### src/rtl/seq_detect_cfg.sv
// seq_detect_cfg: serial pattern detector with a loadable pattern and mask, overlap mode and a saturating match counter.
// Optional idle-gap history flush is enabled by defining SEQ_DET_GAP_EN.
module seq_detect_cfg #(
  parameter int WIDTH = 8,
  parameter int CNT_W = 16,
  parameter int GAP_CYCLES = 32
) (
  input  logic             clk,
  input  logic             reset,
  input  logic             d_valid,
  input  logic             d_in,
  input  logic             cfg_load,
  input  logic [WIDTH-1:0] cfg_pattern,
  input  logic [WIDTH-1:0] cfg_mask,
  input  logic             cfg_overlap,
  output logic             match,
  output logic [CNT_W-1:0] match_count,
  output logic             armed
);
  localparam int FW = $clog2(WIDTH + 1);
  localparam logic [FW-1:0] FULL = FW'(WIDTH);
  logic [WIDTH-1:0] pat, msk, hist, hist_n;
  logic [FW-1:0] fill, fill_n, fill_d;
  logic ovl, hit, gap_clr;
  always_comb begin
    hist_n = {hist[WIDTH-2:0], d_in};
    fill_n = (fill == FULL) ? FULL : fill + 1'b1;
    hit = d_valid && fill_n == FULL && ((hist_n ^ pat) & msk) == '0;
    fill_d = !d_valid ? (gap_clr ? '0 : fill) : (hit && !ovl) ? '0 : fill_n;
  end
  always_ff @(posedge clk)
    if (reset || cfg_load) begin
      hist <= '0;
      fill <= '0;
      match <= 1'b0;
      match_count <= '0;
      armed <= 1'b0;
      pat <= reset ? '1 : cfg_pattern;
      msk <= reset ? '1 : cfg_mask;
      ovl <= reset ? 1'b1 : cfg_overlap;
    end else begin
      hist <= d_valid ? hist_n : gap_clr ? '0 : hist;
      fill <= fill_d;
      match <= hit;
      armed <= fill_d == FULL;
      if (hit && match_count != '1) match_count <= match_count + 1'b1;
    end
`ifdef SEQ_DET_GAP_EN
  localparam int GW = $clog2(GAP_CYCLES + 1);
  logic [GW-1:0] idle;
  logic idle_stop;
  assign gap_clr = !d_valid && !idle_stop && idle == GW'(GAP_CYCLES - 1);
  // after a flush the counter parks until the stream resumes
  always_ff @(posedge clk)
    if (reset || cfg_load || d_valid) begin
      idle <= '0;
      idle_stop <= 1'b0;
    end else if (!idle_stop) begin
      idle <= gap_clr ? '0 : idle + 1'b1;
      idle_stop <= gap_clr;
    end
`else
  assign gap_clr = 1'b0;
`endif
endmodule

### config.mk
export PLATFORM = sky130hd
export DESIGN_NAME = seq_detect_cfg
export DESIGN_NICKNAME = d
export VERILOG_FILES = /design/src/rtl/seq_detect_cfg.sv
export SDC_FILE = /design/constraint.sdc
export NUM_CORES = 1
export LEC_CHECK = 0
export ABC_AREA = 0
export BUFFER_PORTS_ARGS = -buffer_cell sky130_fd_sc_hd__buf_2
export CAP_MARGIN = 25
export CORE_UTILIZATION = 45
export DETAILED_ROUTE_END_ITERATION = 7
export PLACE_DENSITY = 0.66
export SETUP_SLACK_MARGIN = 0.4
export SYNTH_ARGS = -nofsm -noshare
export SYNTH_HDL_FRONTEND = slang
export SYNTH_SLANG_ARGS = --single-unit
### constraint.sdc
create_clock -name clk -period 3.5 [get_ports clk]
set_input_delay 0.7 -clock clk [delete_from_list [all_inputs] [get_ports clk]]
set_output_delay 0.7 -clock clk [all_outputs]
set_load 0.005 [all_outputs]
Word level (Yosys, flattened, before mapping)
Index checks and enable logic that the tools add are counted.

Output and inout bits: 18. Bits of input ports: 22. Word-level logic and storage cells: 26. Register bits: 46.

Bitwise logic cells: 2. Equal/unequal tests: 4. $add $sub $neg: 2. Reductions and logical operators: 7. Multiplexer cells: 3.

Operator list (count): adder 16 x 1 -> 16 bit, second input constant (1); inequality test 16 bit, second input constant (1); equality test 4 bit, second input constant (3); 2-to-1 mux 4 bit (3); AND 8 bit (1); zero test 8 bit (1); bitwise XOR 8 bit (1); adder 4 x 1 -> 4 bit, second input constant (1); logical AND 1 bit (4); zero test 1 bit (1); logical OR 1 bit (1).

Depth between registers and ports, before layout
Gate-level depths: netlist of run 1.

Word-level depth: 9. Mapped depth: 7. Mapped depth without buffers: 6.

Worst setup path after synthesis of run 1
Ideal clock, no wire load.

Path kind: input port to flip-flop. From: input cfg_load. To: register msk[0], enable pin. Stages on the path: 3. Setup time: 0.387 ns. Data required time: 3.113 ns. Path slack: 1.526 ns. Path buffers: 1. Data arrival time: 1.586 ns. Path through: nor2_1 clkinv_1 buf_1.

Longest elaborated chain between the ends: 1.

Ends and longest elaborated chain: start, declared (line 12) `input logic cfg_load,`; logical OR 1 bit (line 32) `if (reset || cfg_load) begin`; end signal, assigned (line 39) `msk <= reset ? '1 : cfg_mask;`; end, declared (line 22) `logic [WIDTH-1:0] pat, msk, hist, hist_n;`.

No other way between the ends. A chain may end at the register's enable or synchronous reset.

Worst setup path in the final report of run 1
From: register fill[0]. To: register match_count[10].

Longest elaborated chain between the ends: 6. Elaborated cells between the ends (all ways): 7. Those cells by class: 1 x add/sub; 2 x eq/ne; 1 x mux; 3 x reduce/logical.

Ends and longest elaborated chain: start, declared (line 23) `logic [FW-1:0] fill, fill_n, fill_d;`; start signal, assigned (line 43) `fill <= fill_d;`; adder 4 x 1 -> 4 bit or equality test 4 bit (tied branches) (line 27) `fill_n = (fill == FULL) ? FULL : fill + 1'b1;`; 2-to-1 mux 4 bit * (line 27); equality test 4 bit * (line 28) `hit = d_valid && fill_n == FULL && ((hist_n ^ pat) & msk) == '0;`; logical AND 1 bit * (2 in a row) (line 28); logical AND 1 bit * (line 46) `if (hit && match_count != '1) match_count <= match_count + 1'b1;`; end signal, assigned (line 46); end, declared (line 17) `output logic [CNT_W-1:0] match_count,`.

Mark *: on every way between the ends. The rest lies on a longest branch, timed or not.

==> results of run 1 <==
[layout make-up]
type,count,area (µm²)
fillers,475,2140
multi-input cells,157,1130
flip-flops and latches,46,1090
repair buffers,43,240
well taps,67,83.8
clock buffers,5,68.8
clock inverters,3,43.8
inverters,5,18.8
[where the power goes]
group	switching, mW	internal, mW
combinational	0.0358	0.0331
sequential	0.00850	0.575
clock	0.185	0.214
[layout by cell type, fill, tap and decap left out, types with 2 or more instances in the layout]
| cell | Yosys | layout |
|---|---|---|
| mux2i_1 | 20 | 20 |
| buf_2 | 2 | 39 |
| xor2_1 | 8 | 8 |
| nor2_1 | 11 | 11 |
| nand2_1 | 18 | 18 |
| ha_1 | 3 | 3 |
| nor2_2 | 2 | 2 |
| o31ai_1 | 3 | 3 |
| buf_8 | 0 | 2 |
| nor4_2 | 9 | 9 |
| or2_2 | 18 | 18 |
| and2b_1 | 2 | 2 |
| and2_1 | 2 | 2 |
| buf_4 | 2 | 2 |
| clkbuf_8 | 0 | 5 |
| dfxtp_1 | 29 | 29 |
| a21oi_1 | 7 | 7 |
| or3_1 | 12 | 12 |
| nor3_1 | 2 | 2 |
| nand3_1 | 5 | 5 |
| nand4_1 | 7 | 7 |
| nor4_1 | 2 | 2 |
| a22oi_1 | 4 | 4 |
| edfxtp_1 | 17 | 17 |
| or4_1 | 3 | 3 |
| inv_1 | 4 | 4 |
[cell families after synthesis]
family,share of synthesized area
compound gates,0.0805
xor+xnor,0.0343
fa+ha+maj,0.0163
buf+inv,0.0353
flops,0.474
mux,0.0870
simple gates,0.272
[worst paths after layout]
check | slack (ps) | cells past startpoint | to
setup / recovery | 1440 | 7 | match_count[10]$_SDFFE_PP0P_
hold / removal | 490 | 2 | match_count[9]$_SDFFE_PP0P_
setup reg to reg | 1440 | 7 | match_count[10]$_SDFFE_PP0P_
hold reg to reg | 490 | 2 | match_count[9]$_SDFFE_PP0P_
[state kept, by name (all words and copies together) (netlist names)]
name	count
armed	1
pat	8
hist	7
match_count	16
ovl	1
fill	4
msk	8
match	1
[per-layer routing]
| layer | GRT usage | wire length, µm | share of wire |
|---|---|---|---|
| met5 | 0 | 0 | 0 |
| met3 | 0.0412 | 139 | 0.032 |
| met1 | 0.233 | 2180 | 0.50 |
| met4 | 0.0641 | 64 | 0.015 |
| met2 | 0.276 | 2010 | 0.46 |
[stage by stage]
step           power, mW  instances  setup slack (ps)
2_1_floorplan      0.641        220              1530
3_3_place_gp       0.662        316              1030
3_5_place_dp       0.665        316               978
4_1_cts             1.06        324              1120
5_1_grt             1.10        326              1350
6_report            1.05        326              1440
[worst max-delay path: stages, from the launching register on]
cell and delay [ps]:
dfxtp_1 460, inv_1 70, ha_1 300, and2b_1 220
o21ai_2 90, buf_8 170, or4_1 500, a21oi_1 140
[cell usage after synthesis, types with 3 or more instances]
master,count,area share
a22oi_1,4,0.013
inv_1,4,0.0065
a21oi_1,7,0.015
or2_2,18,0.049
mux2i_1,20,0.087
or4_1,3,0.0098
nor4_2,9,0.049
clkbuf_1,5,0.0082
dfxtp_1,29,0.25
nand2_1,18,0.029
nand4_1,7,0.019
or3_1,12,0.033
ha_1,3,0.016
nand3_1,5,0.011
o31ai_1,3,0.0098
xor2_1,8,0.030
edfxtp_1,17,0.22
nor2_1,11,0.018
==> flow_summary.yaml, run 1 <==
status:
  outcome: "finished clean"
route:
  vias: 1701
  wl_mm: 4.39
  routedWlPerCell_um: 13.5
  drt-vias-per-instance: 5.22
  drtPass1Iterations: 4
  drc: 0
  ant_nets: 0
  drt-initial-drc-count: 81
cells_and_area:
  layout-drive-gt1-share: 0.332
  syn2layout_area_growth_pct: 16.3
  diodes: 0
  utilization: 0.555
  finish.instance_area_um2: 2680
  nNetsFinal: 283
sta:
  clock_skew_ps: 5.38
  drv_slew: 0
  hold_ws_ps: 493
  tightest_slew_ps: 657
  setup_viol: 0
  fin_crit_ps: 2060
  hold_viol: 0
  tns_ps: 0
  slew_headroom: 0.562
  rsz0062_at_grt: "false"
  period_share: 0.589
  clock.fmax_mhz: 485
synth:
  synth_seq_area_share: 0.474
  syn_area_per_cell_um2: 10.5
  syn-num-nets: 245
  synthCells: 220
  synth_cell_type_count: 47
  syn_area_um2: 2300
  async_reset_ff_frac: 0
  synth.ff_latch_count: 46
  synth_edf_count: 17
  synth_flop_cell: "dfxtp_1"
  yosysWarnings: 0
place:
  gp_congestion: 0.750
  placed_area_um2: 2530
  portBuffers: 39
  post-dp-hpwl_mm: 2.90
clock_network:
  postCtsHoldBufs: 0
  clockBufferDepth: 2
  cts_max_level: 2
  root_buffer: "clkbuf_8"
  cts.sinks: 46
  cts_tree: "built"
  clk_pin_slew_ps: 90
  numCtsBuffers: 5
  ctsResizeCount: 0
  postCtsSetupRepairBufs: 0
  clk_latency_ps: 300
floorplan:
  boundaryPins: 40
  die_x_um: 73.5
  core_um2: 4820
  die_y_um: 73.5
  std_cell_rows: 25
  start_util: 0.478
  die-area_um2: 5400
global_route:
  grt_max_degree: 34
  grt_pass1_wl_mm: 7.15
  grt_pass1_vias: 1515
  antenna_found_initial: 0
  track_usage: 0.175
  overflow: 0
critical_path:
  required_ps: 3720
  cp-end-kind: "flip-flop"
  crit_start: "fill[0]$_SDFF_PP0_"
  start_kind: "flip-flop"
  crit_type: "reg -> reg"
  critical_path_arrival_ps: 2280
  crit_path_max_fanout: 20
  regToRegStartpoint: "fill[0]$_SDFF_PP0_"
min_path:
  hp-start: "match_count[9]$_SDFFE_PP0P_"
  min-delay-path-class: "reg -> reg"
run:
  max_cap_viol_count: 0
power:
  leakage_nw: 0.971
  vdd.ir_drop.worst_mv: 0.196
  power.density_nw_per_um2: 393
Power figures use the tool's default switching activity.
==> run 2: changes to the inputs <==
==> constraint.sdc (replaced) <==
create_clock -name clk -period 2.08 [get_ports clk]
set_input_delay 0.416 -clock clk [delete_from_list [all_inputs] [get_ports clk]]
set_output_delay 0.416 -clock clk [all_outputs]
set_load 0.005 [all_outputs]
==> run 2 against run 1 <==
First-iteration DRC count rose by 12%. Core utilization rose by 8.0 points. Clock power grew 39%. Count of clock-buffer cells in the layout did not move. Register-to-register slack worse by 1200 ps. Sequential share of layout area decreased by 4.9 points. Critical endpoint is now match_count[12]$_SDFFE_PP0P_. Critical path type unchanged. Clock skew barely moved. Total power rose by 60%. Largest cell class unchanged. Global-route usage up 3.0 points. Critical path depth down 1.
==> flow_summary.yaml, run 2 (synthesis results as in run 1) <==
status:
  outcome: "finished clean"
route:
  drt-vias-per-instance: 5.43
  wl_mm: 5.14
  vias: 1880
  drtPass1Iterations: 4
  drc: 0
  ant_nets: 0
  routedWlPerCell_um: 14.9
  drt-initial-drc-count: 91
place:
  numPlacedInstances: 321
  portBuffers: 39
  placed_area_um2: 2610
  gp_congestion: 0.765
  post-place-ws_ps: 151
  post-dp-hpwl_mm: 3.15
sta:
  tightest_slew_ps: 418
  hold_viol: 0
  clock_skew_ps: 5.31
  worst_slack_ps: 217
  rsz0062_at_grt: "true"
  clock.fmax_mhz: 537
  tns_ps: 0
  setup_viol: 0
  drv_slew: 0
  slew_headroom: 0.722
  fin_crit_ps: 1860
  period_share: 0.896
global_route:
  grt_max_degree: 30
  overflow: 0
  grt_pass1_vias: 1747
  grt_pass1_wl_mm: 8.38
  track_usage: 0.205
  antenna_found_initial: 0
power:
  p_sw_frac: 0.241
  vdd.ir_drop.worst_mv: 0.396
  leakage_nw: 1.16
  p_clk_frac: 0.329
  power.density_nw_per_um2: 549
  p_int_mw: 1.28
  pwr-share-seq: 0.584
  p_switching_mw: 0.404
  total_power_mw: 1.68
  combinationalPowerShare: 0.087
cells_and_area:
  regMostFlops: "match_count"
  n_fill_cell: 410
  syn2layout_area_growth_pct: 33.1
  reg_top3: "match_count (16), msk (8), pat (8)"
  layout_common_cells: "buf_2 (39), dfxtp_1 (27), mux2i_1 (20)"
  finish.instance_area_um2: 3060
  diodes: 0
  fin_cells: 346
  nNetsFinal: 303
  layout-drive-gt1-share: 0.427
  largest_register_ffs: 16
  final_common_cell: "buf_2"
critical_path:
  start_kind: "flip-flop"
  critical_path_arrival_ps: 2060
  crit_path_max_fanout: 11
  required_ps: 2280
  cp-end-kind: "flip-flop"
  crit_type: "reg -> reg"
clock_network:
  cts.sinks: 46
  numCtsBuffers: 5
  cts_max_level: 2
  clk_pin_slew_ps: 90
  cts_tree: "built"
  clk_latency_ps: 300
  clockBufferDepth: 2
  root_buffer: "clkbuf_8"
run:
  max_cap_viol_count: 0
floorplan:
  std_cell_rows: 25
  die_y_um: 73.5
  die_x_um: 73.5
  die-area_um2: 5400
  core_um2: 4820
  start_util: 0.478
  boundaryPins: 40
min_path:
  min-delay-path-class: "in -> reg"
==> run 2: power by group through the flow <==
stage / Combinational, mW / Sequential [mW] / Clock, mW
floorplan: 0.0800 / 0.999 / 0
global placement: 0.120 / 1.00 / 0
detailed placement: 0.123 / 1.00 / 0
CTS: 0.138 / 0.981 / 0.568
global route: 0.160 / 0.985 / 0.610
finish: 0.146 / 0.982 / 0.553
==> run 2: worst paths after layout <==
| kind | from | end | slack [ps] | depth (start not counted) |
|---|---|---|---|---|
| min reg2reg | match_count[5]$_SDFFE_PP0P_ | match_count[5]$_SDFFE_PP0P_ | 500 | 2 |
| max | pat[6]$_SDFFCE_PP1P_ | match_count[12]$_SDFFE_PP0P_ | 220 | 6 |
| max reg2reg | pat[6]$_SDFFCE_PP1P_ | match_count[12]$_SDFFE_PP0P_ | 220 | 6 |
| min | cfg_pattern[1] | pat[1]$_SDFFCE_PP1P_ | 360 | 2 |
==> run 2: worst max-delay path: stages, from the launching register on <==
cell	delay [ps]
edfxtp_1	400
xor2_1	170
a22oi_1	210
nand4_1	180
buf_12	200
or3_1	380
o221a_1	220
==> run 2: metal layers <==
layer  part of all wire  global-route usage  vias to the layer above
met5                  0                   0                        -
met4             0.0086              0.0534                        0
met3              0.041              0.0508                        5
met2               0.49               0.332                       40
li1                   -                   -                      922
met1               0.46               0.273                      913
==> run 2: metrics by stage <==
stage               hold slack [ps]   util
floorplan                       468      -
global placement                469  0.541
detailed placement              481  0.541
CTS                             352  0.618
global route                    346  0.636
finish                          361  0.636
==> run 2: final cells by class <==
type	instances	area, µm²	share of cell area
flip-flops and latches	46	1100	0.359
repair buffers	63	483	0.158
well taps	67	83.8	0.0274
clock buffers	5	68.8	0.0225
clock inverters	3	21.3	0.00695
inverters	5	21.3	0.00695
multi-input cells	157	1280	0.420
==> run 2: what timing repair did <==
item,CTS,global route
setup endpoints to repair,17,18
setup buffers,8,5
resized for setup,21,5
pin swaps,17,3
hold buffers,0,0
cloned,3,1
==> run 3: changes to the inputs <==
--- a/config.mk
+++ b/config.mk
@@ -6,11 +6,10 @@
 export NUM_CORES = 1
 export LEC_CHECK = 0
 export ABC_AREA = 0
-export BUFFER_PORTS_ARGS = -buffer_cell sky130_fd_sc_hd__buf_2
 export CAP_MARGIN = 25
 export CORE_UTILIZATION = 45
 export DETAILED_ROUTE_END_ITERATION = 7
-export PLACE_DENSITY = 0.66
+export DONT_BUFFER_PORTS = 1
 export SETUP_SLACK_MARGIN = 0.4
 export SYNTH_ARGS = -nofsm -noshare
 export SYNTH_HDL_FRONTEND = slang
==> run 3 against run 2 <==
Sequential share of layout area is 1.7 points higher. Maximum frequency is 1.8% lower. Via count is 7.0% lower. Combinational power is 18% lower. Flip-flop and latch count stayed put. First-iteration DRC count is 49% lower. Clock power is 18% higher. Die area stayed put. Clock skew is 1.2 ps higher. Total power is 4.3% higher. Global-route usage is 0.77 points lower. Critical path type unchanged. Largest power group unchanged.
==> flow_summary.yaml, run 3 (synthesis results as in run 1) <==
place:
  portBuffers: 0
  numPlacedInstances: 281
  post-dp-hpwl_mm: 3.19
  gp_congestion: 0.754
  post-place-ws_ps: 147
  placed_area_um2: 2390
cells_and_area:
  final_common_cell: "dfxtp_1"
  utilization: 0.611
  nNetsFinal: 265
  regMostFlops: "match_count"
  layout-drive-gt1-share: 0.357
  reg_top3: "match_count (16), msk (8), pat (8)"
  largest_register_ffs: 16
  syn2layout_area_growth_pct: 28.0
  fin_cells: 308
  diodes: 0
  layout_common_cells: "dfxtp_1 (21), mux2i_1 (20), nand2_1 (18), or2_2 (18), edfxtp_1 (17)"
  finish.instance_area_um2: 2950
floorplan:
  die_x_um: 73.5
  die-area_um2: 5400
  core_um2: 4820
  boundaryPins: 40
  start_util: 0.478
  std_cell_rows: 25
  die_y_um: 73.5
global_route:
  overflow: 0
  antenna_found_initial: 0
  grt_pass1_vias: 1707
  grt_pass1_wl_mm: 8.12
  grt_max_degree: 34
  track_usage: 0.197
route:
  drc: 0
  drtPass1Iterations: 4
  routedWlPerCell_um: 16.8
  drt-vias-per-instance: 5.68
  wl_mm: 5.16
  drt-initial-drc-count: 46
  ant_nets: 0
  vias: 1749
min_path:
  min-delay-path-class: "in -> reg"
sta:
  drv_slew: 0
  period_share: 0.912
  slew_headroom: 0.731
  setup_viol: 0
  rsz0062_at_grt: "true"
  clock.fmax_mhz: 527
  fin_crit_ps: 1900
  tns_ps: 0
  hold_ws_ps: 281
  tightest_slew_ps: 403
  worst_slack_ps: 183
  hold_viol: 0
  clock_skew_ps: 6.56
critical_path:
  crit_type: "reg -> reg"
  crit_end: "match_count[0]$_SDFFE_PP0P_"
  regToRegStartpoint: "fill[0]$_SDFF_PP0_"
  slowest_delay_ps: 470
  crit_start: "fill[0]$_SDFF_PP0_"
  slowest_stage: "or4_1"
  regToRegSetupSlack_ps: 180
  crit_path_max_fanout: 6
  start_kind: "flip-flop"
  required_ps: 2300
  path_cells: "inv_2 > ha_4 > and2b_2 > o21ai_4 > buf_12 > or4_1 > a21oi_1"
  reg2regPathDepth: 7
  cp-end-kind: "flip-flop"
  rr_endpoint: "match_count[0]$_SDFFE_PP0P_"
  critical_path_arrival_ps: 2120
clock_network:
  clockBufferDepth: 2
  postCtsHoldBufs: 0
  clk_latency_ps: 290
  cts_max_level: 2
  numCtsBuffers: 5
  cts.sinks: 46
  cts_tree: "built"
  root_buffer: "clkbuf_8"
  clk_pin_slew_ps: 90
power:
  total_power_mw: 1.75
  leakage_nw: 1.00
  power.density_nw_per_um2: 595
  vdd.ir_drop.worst_mv: 0.658
run:
  max_cap_viol_count: 0
status:
  outcome: "finished clean"
-- run 3: power by group --
group | internal (mW) | leakage [nW] | switching [mW] | total, mW
Combinational | 0.0652 | 0.546 | 0.0538 | 0.119
Sequential | 0.966 | 0.403 | 0.0139 | 0.980
Clock | 0.359 | 0.0514 | 0.295 | 0.654
Total | 1.39 | 1.00 | 0.363 | 1.75
-- run 3: area by class of cell --
cell class | instances | area (µm²)
fillers | 413 | 1870
multi-input cells | 157 | 1290
flip-flops and latches | 46 | 1110
repair buffers | 25 | 337
well taps | 67 | 83.8
clock buffers | 6 | 72.6
clock inverters | 2 | 37.5
inverters | 5 | 18.8
-- run 3: timing repair --
| item | in CTS | in global routing |
|---|---|---|
| buffers inserted | 7 | 6 |
| gates resized for setup | 21 | 22 |
| pin swaps | 18 | 17 |
| gates cloned | 3 | 3 |
| endpoints found under the setup margin | 17 | 17 |
-- run 3: critical path: cells and delay by family, from the launching register on --
kind	cells	cell delay, ps
simple gates	2	710
buf+inv	2	220
compound gates	2	290
fa+ha+maj	1	230
flops	1	380
-- run 3: metal layers --
metal	part of all wire	global-route usage
met3	0.071	0.0604
met2	0.47	0.322
met5	0	0
met4	0.025	0.0705
met1	0.43	0.246
-- run 3: worst min path at each step --
stage | depth (start not counted) | to | startpoint | slack [ps]
finish | 2 | hist[3]$_SDFFE_PP0P_ | d_valid | 280
detailed placement | 2 | match_count[15]$_SDFFE_PP0P_ | match_count[15]$_SDFFE_PP0P_ | 500
floorplan | 2 | match_count[9]$_SDFFE_PP0P_ | match_count[9]$_SDFFE_PP0P_ | 470
CTS | 2 | hist[3]$_SDFFE_PP0P_ | d_valid | 270
global placement | 2 | match_count[15]$_SDFFE_PP0P_ | match_count[15]$_SDFFE_PP0P_ | 490
global route | 2 | hist[2]$_SDFFE_PP0P_ | d_valid | 270
